--- config.mk ---
export PLATFORM = sky130hd
export DESIGN_NAME = instr_decode_stage
export DESIGN_NICKNAME = d
export VERILOG_FILES = /design/src/rtl/isa_pkg.sv /design/src/rtl/instr_decode_comb.sv /design/src/rtl/instr_decode_stage.sv
export SDC_FILE = /design/constraint.sdc
export NUM_CORES = 1
export LEC_CHECK = 0
export ABC_CLOCK_PERIOD_IN_PS = 2100
export BUFFER_PORTS_ARGS = -buffer_cell sky130_fd_sc_hd__buf_2
export CAP_MARGIN = 30
export CORE_MARGIN = 4
export CORE_UTILIZATION = 49
export CTS_CLUSTER_DIAMETER = 150
export DETAILED_ROUTE_END_ITERATION = 8
export GPL_TIMING_DRIVEN = 0
export PLACE_DENSITY_LB_ADDON = 0.12
export SETUP_SLACK_MARGIN = 0.2
export SLEW_MARGIN = 0
export SYNTH_ARGS = -nofsm -noshare
export SYNTH_HDL_FRONTEND = slang
export SYNTH_SLANG_ARGS = --single-unit
--- constraint.sdc ---
create_clock -name clk -period 2.1 [get_ports clk]
set_input_delay 0.21 -clock clk [delete_from_list [all_inputs] [get_ports clk]]
set_output_delay 0.21 -clock clk [all_outputs]
set_load 0.1 [all_outputs]
--- src/rtl/isa_pkg.sv ---
// isa_pkg: opcodes, ALU selector codes, field positions and control bundle type
package isa_pkg;
  localparam logic [3:0] OP_NOP  = 4'h0;
  localparam logic [3:0] OP_ADD  = 4'h1;
  localparam logic [3:0] OP_SUB  = 4'h2;
  localparam logic [3:0] OP_AND  = 4'h3;
  localparam logic [3:0] OP_OR   = 4'h4;
  localparam logic [3:0] OP_ANDI = 4'h5;
  localparam logic [3:0] OP_ORI  = 4'h6;
  localparam logic [3:0] OP_LDI  = 4'h7;
  localparam logic [3:0] OP_LD   = 4'h8;
  localparam logic [3:0] OP_ST   = 4'h9;
  localparam logic [3:0] OP_BEQ  = 4'hA;
  localparam logic [3:0] OP_JMP  = 4'hB;
  localparam logic [3:0] OP_HLT  = 4'hF;
  localparam logic [1:0] ALU_SEL_ADDSUB = 2'd0;
  localparam logic [1:0] ALU_SEL_LOGIC  = 2'd1;
  localparam logic [1:0] ALU_SEL_PASS   = 2'd2;
  localparam logic LOGIC_OR  = 1'b0;
  localparam logic LOGIC_AND = 1'b1;
  localparam int OPC_LSB = 12;
  localparam int RD_LSB  = 10;
  localparam int RS_LSB  = 8;
  localparam int IMM_LSB = 0;
  typedef struct packed {
    logic [1:0] alu_sel;
    logic       logic_op;
    logic       alu_sub;
    logic       use_imm;
    logic       reg_we;
    logic       mem_rd;
    logic       mem_wr;
    logic       branch;
    logic       jump;
    logic       illegal;
    logic       hlt;
  } ctrl_t;
endpackage

--- src/rtl/instr_decode_comb.sv ---
// instr_decode_comb: combinational opcode to datapath control table
module instr_decode_comb
  import isa_pkg::*;
(
  input  logic [3:0] opcode,
  output ctrl_t      ctrl
);
  // opcode lookup; undefined opcodes yield an all-zero bundle flagged illegal
  always_comb begin
    ctrl = '0;
    case (opcode)
      OP_NOP: ;
      OP_ADD: ctrl.reg_we = 1'b1;
      OP_SUB: begin
        ctrl.alu_sub = 1'b1;
        ctrl.reg_we  = 1'b1;
      end
      OP_AND, OP_ANDI: begin
        ctrl.alu_sel  = ALU_SEL_LOGIC;
        ctrl.logic_op = LOGIC_AND;
        ctrl.use_imm  = opcode == OP_ANDI;
        ctrl.reg_we   = 1'b1;
      end
      OP_OR, OP_ORI: begin
        ctrl.alu_sel  = ALU_SEL_LOGIC;
        ctrl.logic_op = LOGIC_OR;
        ctrl.use_imm  = opcode == OP_ORI;
        ctrl.reg_we   = 1'b1;
      end
      OP_LDI: begin
        ctrl.alu_sel = ALU_SEL_PASS;
        ctrl.use_imm = 1'b1;
        ctrl.reg_we  = 1'b1;
      end
      OP_LD: begin
        ctrl.use_imm = 1'b1;
        ctrl.mem_rd  = 1'b1;
        ctrl.reg_we  = 1'b1;
      end
      OP_ST: begin
        ctrl.use_imm = 1'b1;
        ctrl.mem_wr  = 1'b1;
      end
      OP_BEQ: begin
        ctrl.alu_sel = ALU_SEL_ADDSUB;
        ctrl.alu_sub = 1'b1;
        ctrl.branch  = 1'b1;
      end
      OP_JMP: begin
        ctrl.jump    = 1'b1;
        ctrl.use_imm = 1'b1;
      end
      OP_HLT: ctrl.hlt = 1'b1;
      default: ctrl.illegal = 1'b1;
    endcase
  end
endmodule

--- src/rtl/instr_decode_stage.sv ---
// instr_decode_stage: registered decode stage with valid/ready handshakes, halt FSM and retire counter
module instr_decode_stage
  import isa_pkg::*;
#(
  parameter int IW    = 16,
  parameter int CNT_W = 16
) (
  input  logic             clk,
  input  logic             rst_n,
  input  logic             in_valid,
  input  logic [IW-1:0]    in_instr,
  output logic             in_ready,
  output logic             out_valid,
  input  logic             out_ready,
  output logic [1:0]       rd,
  output logic [1:0]       rs,
  output logic [7:0]       imm,
  output logic [1:0]       alu_sel,
  output logic             logic_op,
  output logic             alu_sub,
  output logic             use_imm,
  output logic             reg_we,
  output logic             mem_rd,
  output logic             mem_wr,
  output logic             branch,
  output logic             jump,
  output logic             illegal,
  output logic             halted,
  output logic             err_sticky,
  input  logic             resume,
  output logic [CNT_W-1:0] dec_count
);
  typedef enum logic {RUN, HALT} state_t;
  state_t state, state_d;
  ctrl_t dec, ctrl_q;
  logic [11:0] fields_q;
  logic xfer, acc;
  instr_decode_comb u_comb (.opcode(in_instr[OPC_LSB+:4]), .ctrl(dec));
  assign in_ready = (state == RUN) & (~out_valid | out_ready);
  assign xfer = in_valid & in_ready;
  assign acc = out_valid & out_ready;
  assign halted = state == HALT;
  assign {rd, rs, imm} = fields_q;
  assign {alu_sel, logic_op, alu_sub, use_imm, reg_we, mem_rd, mem_wr, branch, jump, illegal} =
    {ctrl_q.alu_sel, ctrl_q.logic_op, ctrl_q.alu_sub, ctrl_q.use_imm, ctrl_q.reg_we,
     ctrl_q.mem_rd, ctrl_q.mem_wr, ctrl_q.branch, ctrl_q.jump, ctrl_q.illegal};
  // halt entry on a registered HLT transfer, exit on resume
  always_comb begin
    state_d = state;
    if (state == RUN && xfer && dec.hlt) state_d = HALT;
    if (state == HALT && resume) state_d = RUN;
  end
  // state, output bundle, sticky error and retire counter
  always_ff @(posedge clk) begin
    if (!rst_n) begin
      state      <= RUN;
      out_valid  <= 1'b0;
      ctrl_q     <= '0;
      fields_q   <= '0;
      err_sticky <= 1'b0;
      dec_count  <= '0;
    end else begin
      state <= state_d;
      if (xfer) begin
        out_valid <= 1'b1;
        ctrl_q    <= dec;
        fields_q  <= in_instr[11:0];
      end else if (acc) begin
        out_valid <= 1'b0;
      end
      err_sticky <= err_sticky | (xfer & dec.illegal);
      dec_count  <= dec_count + CNT_W'(acc);
    end
  end
endmodule

Word level (Yosys, flattened, before mapping) --
Index checks and enable logic that the tools add are counted.
Storage, ports and cells: flip-flop bits (word level) 42, input bits 21, output and inout port bits 43, word-level logic and storage cells 63
Operators by class: add/subtract/negate cells 1, eq/ne operators 12, mux-type cells 13, bitwise logic cells 9, reduce and logical (&&, ||, !) cells 13
Operator list (number):
- == test 4 bit (second input constant) | 5
- adder 16 x 1 -> 16 bit | 1
- == test 4 x 3 -> 1 bit (second input constant) | 4
- OR reduction 13 bit | 1
- two-way mux 1 bit | 11
- == test 4 x 2 -> 1 bit (second input constant) | 2
- OR reduction 2 bit | 4
- OR reduction 4 bit | 2
- OR reduction 8 bit | 1
- bitwise AND 1 bit | 4
- == test 4 x 1 -> 1 bit (second input constant) | 1
- zero test 4 bit | 1
- case mux 2 bit (2 select lines) | 1
- logical AND 1 bit | 3
- NOT 1 bit | 3
- case mux 1 bit (3 select lines) | 1
- OR 1 bit | 2
- nonzero test 2 bit | 1

Longest topological paths before layout --
Gate-level depths: netlist (run 1).
depth after elaboration 6, depth in mapped cells 7, depth with buffers taken out 7

Cells and area by module --
From an unflattened synthesis (run 1), not the netlist that was laid out.
Unflattened totals: cells, all modules 233, area total of the unflattened synthesis 2099.5 um2
Modules (own cells, without submodules):
- instr_decode_stage | times used 1, cells an instance 208, area an instance 1903.1 um2, seq. area each 840.8 um2
- instr_decode_comb | times used 1, cells an instance 25, area an instance 196.4 um2, seq. area each 0.0 um2

Worst setup path before layout (run 1) --
OpenSTA, ideal clock, no wires.
kind register -> output, from reg out_valid, to out in_ready, arrival time 2200 ps, data required time 1890 ps, setup slack -310 ps, cell stages (with the launch flop) 3, path buffers 0, cell sequence dfxtp_1 -> nor2b_1 -> nor2_1
On the way: word-level cells in the longest chain between the ends 3
RTL lines:
- start, declared | line instr_decode_stage.sv:13 | output logic out_valid,
- start signal, assigned | line instr_decode_stage.sv:57 | out_valid <= 1'b0;
- start signal, assigned | line instr_decode_stage.sv:65 | out_valid <= 1'b1;
- start signal, assigned | line instr_decode_stage.sv:69 | out_valid <= 1'b0;
- NOT 1 bit | line instr_decode_stage.sv:39 | assign in_ready = (state == RUN) & (~out_valid | out_ready);
- OR 1 bit | line instr_decode_stage.sv:39
- bitwise AND 1 bit | line instr_decode_stage.sv:39
- end, declared | line instr_decode_stage.sv:12 | output logic in_ready,
No other way between the ends.

Worst setup path after layout (run 1) --
from reg out_valid, to reg dec_count[12]
On the way: word-level cells in the longest chain between the ends 2
RTL lines:
- bitwise AND 1 bit | line instr_decode_stage.sv:41 | assign acc = out_valid & out_ready;
- adder 16 x 1 -> 16 bit | line instr_decode_stage.sv:72 | dec_count <= dec_count + CNT_W'(acc);
- end signal, assigned | line instr_decode_stage.sv:72
- end, declared | line instr_decode_stage.sv:31 | output logic [CNT_W-1:0] dec_count
No other way between the ends. A chain may end at the register's enable or synchronous reset.

==> results of run 1 <==
path summary, 6_finish.rpt:
| check | startpoint | endpoint |
|---|---|---|
| setup reg to reg | out_valid$_SDFFE_PN0P_ | dec_count[12]$_SDFF_PN0_ |
| hold reg to reg | alu_sub$_SDFFE_PN0P_ | alu_sub$_SDFFE_PN0P_ |
| hold / removal | in_instr[9] | fields_q[9]$_SDFFE_PN0P_ |
| setup / recovery | out_valid$_SDFFE_PN0P_ | dec_count[12]$_SDFF_PN0_ |
worst reg2reg max path: stages (launching register included):
cell and delay (ns):
dfxtp_4 0.35, and2_1 0.11, ha_1 0.18, ha_1 0.25, nand2_1 0.11, nor4_1 0.35
xor2_1 0.10, and2_1 0.17
through the flow:
stage / utilization (%) / hold WS (ns) / cell area (µm²) / instances / setup WS (ns)
floorplan: - / 0.355 / 1850 / 203 / 0.226
global placement: 63.5 / 0.444 / 2200 / 308 / 0.424
detailed placement: 63.5 / 0.448 / 2200 / 308 / 0.389
CTS: 66.1 / 0.153 / 2290 / 316 / 0.367
global route: 66.1 / 0.162 / 2290 / 316 / 0.211
finish: 66.1 / 0.160 / 2290 / 316 / 0.385
kinds of logic (layout without fill, tap and decap cells):
kind of cell / Yosys count / in the layout / share of synthesized area (%)
simple gates: 95 / 95 / 28.3
flops: 42 / 42 / 46.1
compound gates: 33 / 33 / 13.1
buf+inv: 16 / 83 / 3.98
xor+xnor: 15 / 15 / 7.20
fa+ha+maj: 2 / 2 / 1.37
report_power, final:
part           leakage, nW  total [mW]  switching (mW)  internal [mW]
sequential           0.349       0.832          0.0120          0.820
combinational        0.635       0.328           0.260         0.0676
clock               0.0482       0.532           0.267          0.265
layout make-up:
| cell class | instances | area (µm²) |
|---|---|---|
| tap | 46 | 57.6 |
| sequential | 42 | 862 |
| buffer | 14 | 65.1 |
| clock buffer | 7 | 86.3 |
| clock inverter | 1 | 5.00 |
| fill | 331 | 1180 |
| timing repair buffer | 59 | 295 |
| inverter | 2 | 7.51 |
| multi-input combinational | 145 | 913 |
metal layers:
layer	vias up	wire length [µm]	share of wire [%]
met3	2	283	7.1
li1	810	-	-
met1	720	1750	44
met5	-	0	0
met2	43	1930	49
met4	0	16	0.40
layout by cell type, fill, tap and decap left out, types with 4 or more instances in the layout:
cell / netlist / final
buf_2: 4 / 63
nand2_1: 41 / 41
dfxtp_1: 42 / 29
a21boi_0: 25 / 25
and2_1: 14 / 14
dfxtp_2: 0 / 11
xor2_1: 10 / 10
clkbuf_1: 8 / 9
nand3_1: 6 / 6
nand4_1: 6 / 6
clkbuf_8: 0 / 6
nor2b_1: 5 / 5
nor3_1: 5 / 5
xnor2_1: 5 / 5
o21ai_0: 4 / 4
==> results.cfg, run 1 <==
[status]
status = complete, no violations

[sta]
fin_setup_tns_ns = 0
min_period_ns = 1.71
finClkSkew_ns = 0.00758
tightestPinTransition_ns = 0.495
max_freq_ghz = 0.583
setup_viol = 0
slew_violations = 0
slew_headroom_pct = 67.2
hold_viol = 0
rsz0062_at_grt = no
min_period_over_period_pct = 81.6

[clock_network]
postCtsHoldBufs = 0
clk_latency_ns = 0.30
htreeDepth = 2
cts_tree = done
cts-buffers-inserted = 5
cts.reportedPaths.clkPinSlew_ns = 0.08
cts_setup_buffers = 0
cts_resized = 0
cts_buffer_depth = 2
clock-sinks = 42
clockRootBuffer = clkbuf_8

[drt]
routedWlPerCell_um = 12.6
ant_nets = 0
drt-pass1-iter-count = 4
vias = 1575
wl_um = 3990
drtIter0Drc = 74
drc_errors = 0
viasPerCell = 4.98

[yosys]
synth_warnings = 0
syn_nets = 226
dominantRegCellSynth = dfxtp_1
async_flop_share_pct = 0
synth_area_per_cell_um2 = 8.99
synth_most_common_cell = dfxtp_1
synth-seq-cells = 42
synth_top_cells_by_count = dfxtp_1 (42), nand2_1 (41), a21boi_0 (25), and2_1 (14), xor2_1 (10)
synth.cell_area_um2 = 1820
synth.top_cell.area_share_pct = 46.1
synth_area_leaders = dfxtp_1 (46%), a21boi_0 (10%), nand2_1 (8.4%)
synth_cells = 203
synth_cell_type_count = 31
synth_area_leader_cell = dfxtp_1
synth-edff-count = 0
synth-seq-area-share_pct = 46.1

[critical_path]
crit_family = simple AND/OR/NAND/NOR gates
critPathRequiredTime_ns = 2.30
path_buf_inv = 0
cp-start-kind = register
cp.depth = 7
criticalPathCategory = register to register
crit_path_cell_trace = and2_1, ha_1, ha_1, nand2_1, nor4_1, xor2_1, and2_1
crit_fanout = 4
r2r_cells = 7
r2r_setup_slack_ns = 0.39
worst_path_max_delay_cell = dfxtp_4
cpPeakStageDelay_ns = 0.35
worstPathArrival_ns = 1.91
setup.worst_path.end_class = register

[grt]
grt.met2_usage_pct = 28.3
grt-busiest-layer = met2
grt_pass1_wl_um = 6760
grt_pass1_vias = 1476
globalRouteOverflowTotal = 0
grt_use_met3_pct = 6.25
grt_util_all_layers_pct = 17.1
grt_use_met1_pct = 20.8
antenna_found_initial = 0
grt_max_degree = 13

[floorplanning]
die-area_um2 = 4760
start_util_pct = 52.6
core_um2 = 3470
chipHeight_um = 69.0
num_rows = 21
die_x_um = 69.0
ios = 64

[power_and_ir_drop]
powerDensity_nw_per_um2 = 738
p_total_mw = 1.69
leakage_nw = 1.03
ir_drop_mv = 0.563

[finish]
post_route_cells_drive_above_1_share_pct = 33.3
largest_reg_flops = 16
area_growth_pct = 25.7
top_register = dec_count
antenna_cells = 0
final_nets = 292

[job]
cap_violations = 0

[place]
place.port_buffers = 59
dpl.hpwl_um = 2920
place.gp.congestion = 0.688

[hold_path]
hp-class = input port to register
min_path_cells = 3
Note: power is estimated with default switching activity, not from simulation.
==> inputs of run 2 (changes only) <==
--- a/config.mk
+++ b/config.mk
@@ -5,7 +5,7 @@
 export SDC_FILE = /design/constraint.sdc
 export NUM_CORES = 1
 export LEC_CHECK = 0
-export ABC_CLOCK_PERIOD_IN_PS = 2100
+export ABC_CLOCK_PERIOD_IN_PS = 1660
 export BUFFER_PORTS_ARGS = -buffer_cell sky130_fd_sc_hd__buf_2
 export CAP_MARGIN = 30
 export CORE_MARGIN = 4
==> constraint.sdc (replaced) <==
create_clock -name clk -period 1.66 [get_ports clk]
set_input_delay 0.166 -clock clk [delete_from_list [all_inputs] [get_ports clk]]
set_output_delay 0.166 -clock clk [all_outputs]
set_load 0.1 [all_outputs]
==> run 2 against run 1 <==
Net effect: flip-flop and latch count unchanged; clock-buffer cell count unchanged; first-iteration DRC count decreased by 45%; core utilization increased by 4.8 points; largest power group unchanged; critical endpoint is now dec_count[6]$_SDFF_PN0_; sequential power increased by 25%; via count increased by 0.32%; sequential share of layout area decreased by 1.4 points; largest cell class unchanged; clock power increased by 29%; die area unchanged; final area increased by 7.3%; setup slack got worse by 0.18 ns; critical path depth unchanged.
==> results.cfg, run 2 (synthesis gave the netlist of run 1 again) <==
[status]
status = complete, no violations

[job]
cap_violations = 0

[power_and_ir_drop]
switching_share_pct = 32.5
p_switching_uw = 699
comb_power_share_pct = 19.6
ir_drop_mv = 0.606
leakage_nw = 1.10
share_seq_of_total_power_pct = 48.4
p_int_mw = 1.45
powerDensity_nw_per_um2 = 873
p_clk_share_pct = 32.0

[clock_network]
cts.reportedPaths.clkPinSlew_ns = 0.08
cts_buffer_depth = 2
cts-buffers-inserted = 5
clock-sinks = 42
clk_latency_ns = 0.30
cts_tree = done
clockRootBuffer = clkbuf_8
postCtsHoldBufs = 0
htreeDepth = 2

[drt]
drtIter0Drc = 41
viasPerCell = 4.97
routedWlPerCell_um = 12.8
vias = 1580
top_layer = met4
wl_met3_um = 284
wl_um = 4060
m1WireLength_um = 1760
drc_errors = 0
ant_nets = 0
drt-pass1-iter-count = 4
routed-wl-met2_um = 1960

[grt]
grt_util_all_layers_pct = 17.7
antenna_found_initial = 0
grt_pass1_vias = 1546
globalRouteOverflowTotal = 0
grt_pass1_wl_um = 6990
grt_max_degree = 13

[finish]
final_cell_count_no_fill = 318
post_route_cells_drive_above_1_share_pct = 40.8
layout_common_cells = buf_2 (60), nand2_1 (40), dfxtp_1 (25)
antenna_cells = 0
fin_util_pct = 70.9
area_growth_pct = 34.8
final_nets = 294
fillCellCount = 289
top_register = dec_count
largest_reg_flops = 16
mostFrequentLayoutCell = buf_2

[sta]
slew_headroom_pct = 66.8
fin_ws_ns = 0.208
hold_viol = 0
tightestPinTransition_ns = 0.501
finClkSkew_ns = 0.00502
fin_setup_tns_ns = 0
slew_violations = 0
whs_ns = 0.106
min_period_over_period_pct = 87.5
rsz0062_at_grt = yes
setup_viol = 0
max_freq_ghz = 0.689
min_period_ns = 1.45

[critical_path]
cpMostUsedCell = ha_4
criticalPathCategory = register to register
crit_family = simple AND/OR/NAND/NOR gates
critPathRequiredTime_ns = 1.86
worstPathArrival_ns = 1.65
cp-startpoint = out_valid$_SDFFE_PN0P_
r2r_setup_slack_ns = 0.21
cp.depth = 7
crit_path_cell_trace = and2_4, ha_4, ha_4, and3_4, nand3_2, xnor2_1, and2_1
endpoint = dec_count[6]$_SDFF_PN0_
r2r_end = dec_count[6]$_SDFF_PN0_
worst_path_max_delay_cell = dfxtp_4
cpPeakStageDelay_ns = 0.36
r2r_cells = 7
cp-start-kind = register
r2r-start = out_valid$_SDFFE_PN0P_
crit_fanout = 4
setup.worst_path.end_class = register
path_buf_inv = 0

[hold_path]
hp-class = input port to register

[floorplanning]
ios = 64
die_x_um = 69.0
start_util_pct = 52.6
core_um2 = 3470
chipHeight_um = 69.0
die-area_um2 = 4760
num_rows = 21

[place]
dpl.hpwl_um = 2890
dp_slack_ns = 0.152
place.gp.congestion = 0.706
place.port_buffers = 59
numPlacedInstances = 308
==> run 2: final cells by class <==
cell class / instances / area, µm² / area share (%)
multi-input cells: 145 / 1030 / 41.7
flip-flops and latches: 42 / 890 / 36.2
repair buffers: 61 / 313 / 12.7
clock buffers: 7 / 86.3 / 3.51
plain buffers: 14 / 75.1 / 3.05
well taps: 46 / 57.6 / 2.34
inverters: 2 / 7.51 / 0.305
clock inverters: 1 / 5.00 / 0.203
==> run 2: tightest hold or removal path, stage by stage <==
cell	delay, ns
buf_2	0.10
nand2_1	0.04
a21boi_0	0.06
==> run 2: repair_timing <==
item	in CTS	in global routing
setup buffers	1	1
endpoints found under the hold margin	0	0
setup endpoints to repair	7	19
pin swaps	1	5
resized for setup	5	11
==> run 2: metrics by stage <==
step,cell area [µm²],total power [mW]
4_1_cts,2410,2.16
6_report,2460,2.15
2_1_floorplan,1940,1.40
5_1_grt,2460,2.23
3_5_place_dp,2290,1.48
3_3_place_gp,2290,1.48
==> run 2: worst min-delay path by stage <==
stage | start | end | slack (ns) | cells past startpoint
after floorplan | in_instr[0] | fields_q[0]$_SDFFE_PN0P_ | 0.31 | 2
after global placement | in_instr[7] | fields_q[7]$_SDFFE_PN0P_ | 0.42 | 3
after detailed placement | in_instr[1] | fields_q[1]$_SDFFE_PN0P_ | 0.43 | 3
after CTS | in_instr[9] | fields_q[9]$_SDFFE_PN0P_ | 0.10 | 3
after global routing | in_instr[9] | fields_q[9]$_SDFFE_PN0P_ | 0.11 | 3
final | in_instr[9] | fields_q[9]$_SDFFE_PN0P_ | 0.11 | 3
==> run 2: power groups by stage <==
| stage | registers, mW | clock network, mW | logic, mW |
|---|---|---|---|
| floorplan | 1.28 | 0 | 0.118 |
| global placement | 1.06 | 0 | 0.417 |
| detailed placement | 1.06 | 0 | 0.420 |
| CTS | 1.04 | 0.698 | 0.423 |
| global route | 1.04 | 0.740 | 0.447 |
| finish | 1.04 | 0.687 | 0.422 |
==> run 2: per-layer routing <==
layer	up-vias	GRT usage, %
met3	7	6.40
met1	708	20.9
li1	823	-
met2	42	29.6
met5	-	0
met4	0	5.86
